--- src/rtl/sqrt_result_serializer.sv ---
// Result serializer behind the integer square-root core: buffers up to two
// {rout, vout} results and streams each one as LSW-first words into a FIFO.
module sqrt_result_serializer #(
    parameter int unsigned DATAOUT = 48,
    parameter int unsigned VW      = 128,
    parameter int unsigned RW      = 129
) (
    input  logic               clk,
    input  logic               reset_n,
    input  logic [VW-1:0]      vout,
    input  logic [RW-1:0]      rout,
    input  logic               calcend,
    input  logic               full,
    output logic [DATAOUT-1:0] dataout,
    output logic               wren,
    output logic               busy,
    output logic               overflow
);

    localparam int unsigned EW    = VW + RW;
    localparam int unsigned WORDS = (EW + DATAOUT - 1) / DATAOUT;
    localparam int unsigned PW    = WORDS * DATAOUT;
    localparam int unsigned IW    = (WORDS > 1) ? $clog2(WORDS) : 1;
    localparam logic [IW-1:0] LastIdx = IW'(WORDS - 1);

    typedef enum logic {StIdle, StSend} state_e;

    state_e               state_q, state_d;
    logic [IW-1:0]        idx_q, idx_d;
    logic [DATAOUT-1:0]   dataout_q, dataout_d;
    logic                 wren_q, wren_d;
    logic                 overflow_q, overflow_d;
    logic                 wr_ptr_q, wr_ptr_d;
    logic                 rd_ptr_q, rd_ptr_d;
    logic [1:0]           count_q, count_d;
    logic                 push, pop;
    logic [EW-1:0]        entry_q [2];
    logic [WORDS-1:0][DATAOUT-1:0] head_words;

    // Head entry viewed as zero-padded words; vout sits in the low bits
    assign head_words = PW'(entry_q[rd_ptr_q]);

    // Next-state: word issue, buffer pop-before-push, drop detection
    always_comb begin
        state_d   = state_q;
        idx_d     = idx_q;
        dataout_d = dataout_q;
        wren_d    = 1'b0;
        pop       = 1'b0;
        unique case (state_q)
            StIdle: begin
                if (count_q != 2'd0) state_d = StSend;
            end
            StSend: begin
                if (!full) begin
                    dataout_d = head_words[idx_q];
                    wren_d    = 1'b1;
                    if (idx_q == LastIdx) begin
                        idx_d = '0;
                        pop   = 1'b1;
                    end else begin
                        idx_d = idx_q + IW'(1);
                    end
                end
            end
            default: state_d = StIdle;
        endcase

        // A pop on this edge frees a slot for a simultaneous capture
        push       = calcend && ((count_q != 2'd2) || pop);
        overflow_d = overflow_q | (calcend & ~push);
        wr_ptr_d   = wr_ptr_q ^ push;
        rd_ptr_d   = rd_ptr_q ^ pop;
        unique case ({push, pop})
            2'b10:   count_d = count_q + 2'd1;
            2'b01:   count_d = count_q - 2'd1;
            default: count_d = count_q;
        endcase

        // Chain straight into the next buffered result with no idle cycle
        if (pop && (count_d == 2'd0)) state_d = StIdle;
    end

    // Control and output registers
    always_ff @(posedge clk or negedge reset_n) begin
        if (!reset_n) begin
            state_q    <= StIdle;
            idx_q      <= '0;
            dataout_q  <= '0;
            wren_q     <= 1'b0;
            overflow_q <= 1'b0;
            wr_ptr_q   <= 1'b0;
            rd_ptr_q   <= 1'b0;
            count_q    <= 2'd0;
        end else begin
            state_q    <= state_d;
            idx_q      <= idx_d;
            dataout_q  <= dataout_d;
            wren_q     <= wren_d;
            overflow_q <= overflow_d;
            wr_ptr_q   <= wr_ptr_d;
            rd_ptr_q   <= rd_ptr_d;
            count_q    <= count_d;
        end
    end

    // Result storage; validity is tracked by count, so no reset needed
    always_ff @(posedge clk) begin
        if (push) entry_q[wr_ptr_q] <= {rout, vout};
    end

    assign dataout  = dataout_q;
    assign wren     = wren_q;
    assign overflow = overflow_q;
    assign busy     = (count_q != 2'd0) | wren_q;

endmodule

--- config.mk ---
export PLATFORM = sky130hd
export DESIGN_NAME = sqrt_result_serializer
export DESIGN_NICKNAME = d
export VERILOG_FILES = /design/src/rtl/sqrt_result_serializer.sv
export SDC_FILE = /design/constraint.sdc
export NUM_CORES = 1
export LEC_CHECK = 0
export CORE_ASPECT_RATIO = 1.2
export CORE_MARGIN = 5
export CORE_UTILIZATION = 59
export DETAILED_ROUTE_END_ITERATION = 7
export GPL_TIMING_DRIVEN = 0
export PLACE_DENSITY_LB_ADDON = 0.1
export SLEW_MARGIN = 0
export SYNTH_ARGS = -nofsm -noshare
export SYNTH_HDL_FRONTEND = slang
export SYNTH_SLANG_ARGS = --single-unit
--- constraint.sdc ---
create_clock -name clk -period 15.4 [get_ports clk]
set_input_delay 2.31 -clock clk [delete_from_list [all_inputs] [get_ports clk]]
set_output_delay 2.31 -clock clk [all_outputs]
set_load 0.005 [all_outputs]
==> results.ini <==
[setup_path]
reg2reg_from = idx_q[2]$_DFFE_PN0P_
crit_path_max_fanout = 57
end_kind = flip-flop
crit_type = in -> reg
critPathArrivalTime_ns = 4.82
setup.worst_path.start = full
worstRegToRegCells = 7
reg2reg_to = entry_q[1][6]$_DFFE_PP_
crit_required_ns = 15.64
critPathLaunchType = primary input
ff2ff_setup_slack_ns = 12.54
cp-endpoint = entry_q[1][6]$_DFFE_PP_

[route]
drt_iter0_drc = 1091
drt_wl_total_mm = 52.0
wl_per_cell_um = 24.9
vias = 12200
ant_nets = 0
detail_route.vias_per_cell = 5.84
route.detailed.drc = 0
dr.pass1.iters = 5

[timing]
hold_viol_final = 0
post-route-period-util_pct = 29.8
drv_slew = 0
finalCriticalPeriod_ns = 4.59
worstMarginPinSlew_ns = 0.754
rsz0062_at_grt = false
finalSetupViolations = 0
tns_ns = 0
slew_headroom_pct = 49.8
worst_clock_skew_ns = 0.0128
fmaxAchievable_mhz = 218

[layout]
nFillCells = 2240
final_common_cell = edfxtp_1
post-route-util_pct = 75.1
ff_latch_area_mm2 = 0.0169
multiInputGateArea_mm2 = 0.00449
syn2layout_area_growth_pct = 26.1
drive_gt1_share_pct = 11.5
final_cell_mix = 514 x edfxtp_1, 310 x clkdlybuf4s50_1, 190 x mux2i_1, 80 x a22oi_1, 65 x a21oi_1
layout.nets = 1823

[global_route]
grt_pass1_vias = 13000
antenna_found_initial = 17
grt_usage_pct = 25.1
grt_pass1_wl_mm = 76.9
grt_overflow = 0
grt_max_degree = 66

[synthesis]
ys_seq_area_share_pct = 77.2
netlist_instances = 1186
netlist_area_mm2 = 0.0219
syn-num-nets = 1449
ys_ff_latch = 572
synth.distinct_cells = 37
synth_warnings = 0
synth_area_per_cell_um2 = 18.4
synth_area_leaders = edfxtp_1 71%, mux2i_1 8.7%, dfrtp_1 6.6%
synth_area_leader_cell = edfxtp_1
yosysTopAreaCellShare_pct = 70.6

[clock_network]
cts-buffers-inserted = 52
h-tree-depth = 2
postCtsHoldBufs = 0
cts-root-buf = clkbuf_16
clock-sinks = 572
clk_latency_ns = 0.57
clk_pin_slew_ns = 0.06
cts-resized-gates = 0
cts_tree = built
clock_path_buffers = 3
postCtsSetupBuffers = 0

[die]
pin_count = 312
coreArea_mm2 = 0.0367
start_util_pct = 59.6
dieHeight_um = 221
std_cell_rows = 77
dieArea_mm2 = 0.0410
fp.dieW_um = 186

[place]
portBuffers = 311
gp_congestion = 0.796
place_hpwl_mm = 34.8

[outcome]
status = completed

[power]
clkPwrFrac_pct = 24.6
p_switching_uw = 1600
cell_internal_pwr_uw = 3630
swShare_pct = 30.5
worst_ir_drop_vdd_v = 0.000112
power_per_cell_area_mw_per_mm2 = 190
pwr-share-seq_pct = 43.3
leakage_uw = 0.00969
power_frac_comb_pct = 32.1

[run]
maxCapViolCount = 0

[worst_hold_path]
hold_path_class = reg -> reg

## power groups by stage
stage | clock network, µW | registers, µW | logic [µW]
after CTS | 1300 | 2260 | 1700
after global routing | 1370 | 2290 | 1800
after global placement | 0 | 2440 | 1600
final | 1290 | 2260 | 1680
after floorplan | 0 | 2360 | 1020
after detailed placement | 0 | 2290 | 1690
## cell type report
| class | instances | area share, % |
|---|---|---|
| flip-flops and latches | 572 | 61.2 |
| multi-input cells | 541 | 16.3 |
| repair buffers | 320 | 12.2 |
| clock buffers | 73 | 5.26 |
| well taps | 474 | 2.15 |
| plain buffers | 69 | 1.82 |
| clock inverters | 21 | 0.894 |
| diodes | 12 | 0.109 |
| inverters | 4 | 0.0545 |
## routing by layer
metal	GRT usage [%]	up-vias	wire length [µm]
li1	-	5491	-
met1	32.0	6140	19300
met2	42.9	443	27100
met3	5.32	105	3850
met4	8.96	12	1680
met5	0	-	79
## metrics by stage
stage / hold WS [ns] / setup WS, ns / power [µW] / instances / instance area, µm²
2_1_floorplan: 0.468 / 5.94 / 3380 / 1186 / 21900
3_3_place_gp: 0.466 / 2.14 / 4040 / 1971 / 25600
3_5_place_dp: 0.516 / 10.17 / 3980 / 1980 / 25800
4_1_cts: 0.529 / 10.78 / 5270 / 2074 / 27500
5_1_grt: 0.552 / 10.62 / 5470 / 2083 / 27600
6_report: 0.524 / 10.81 / 5230 / 2086 / 27600
## cells by family (layout without fill, tap and decap cells)
family	after synthesis	after routing	synth area share [%]
AOI/OAI and AO/OA	200	200	6.09
and+or+nand+nor	96	96	1.84
adders and majority gates	2	2	0.114
muxes	240	240	12.3
xor gates and xnor gates	3	3	0.120
DFF	572	572	77.2
other	0	12	0
buffers and inverters	73	487	2.36
## sequential cells by signal (all words and copies together) (netlist names)
name,cells
dataout,48
idx_q,3
rd_ptr_q,1
overflow,1
count_q,2
entry_q,514
wren,1
state_q,1
wr_ptr_q,1
## critical path, cell delays in order
cell	delay (ns)
clkdlybuf4s50_1	0.41
nand3b_1	0.24
nor2_1	0.26
o21a_1	0.27
ha_4	0.60
buf_16	0.35
buf_16	0.31
## how the worst min path moves through the flow
| stage | slack, ns | cells past startpoint | start | to |
|---|---|---|---|---|
| floorplan | 0.47 | 1 | overflow$_DFF_PN0_ | overflow$_DFF_PN0_ |
| global placement | 0.47 | 1 | overflow$_DFF_PN0_ | overflow$_DFF_PN0_ |
| detailed placement | 0.52 | 2 | dataout[8]$_DFFE_PN0P_ | dataout[8]$_DFFE_PN0P_ |
| CTS | 0.53 | 2 | dataout[8]$_DFFE_PN0P_ | dataout[8]$_DFFE_PN0P_ |
| global route | 0.55 | 2 | dataout[3]$_DFFE_PN0P_ | dataout[3]$_DFFE_PN0P_ |
| finish | 0.52 | 2 | dataout[8]$_DFFE_PN0P_ | dataout[8]$_DFFE_PN0P_ |
## Yosys cell counts (all sizes together)
cell type / instances
a211o: 1
a21o: 1
a21oi: 65
a22oi: 80
a32oi: 31
and2: 1
buf: 48
clkbuf: 21
dfrtp: 58
edfxtp: 514
ha: 2
inv: 4
mux2: 31
mux2i: 190
mux4: 19
nand2: 50
nand2b: 3
nand3: 1
nand3b: 1
nor2: 35
nor2b: 2
nor3: 1
o21a: 2
o21ai: 19
o21bai: 1
or3: 2
xnor2: 1
xor2: 2
Note: power is estimated with default switching activity, not from simulation.
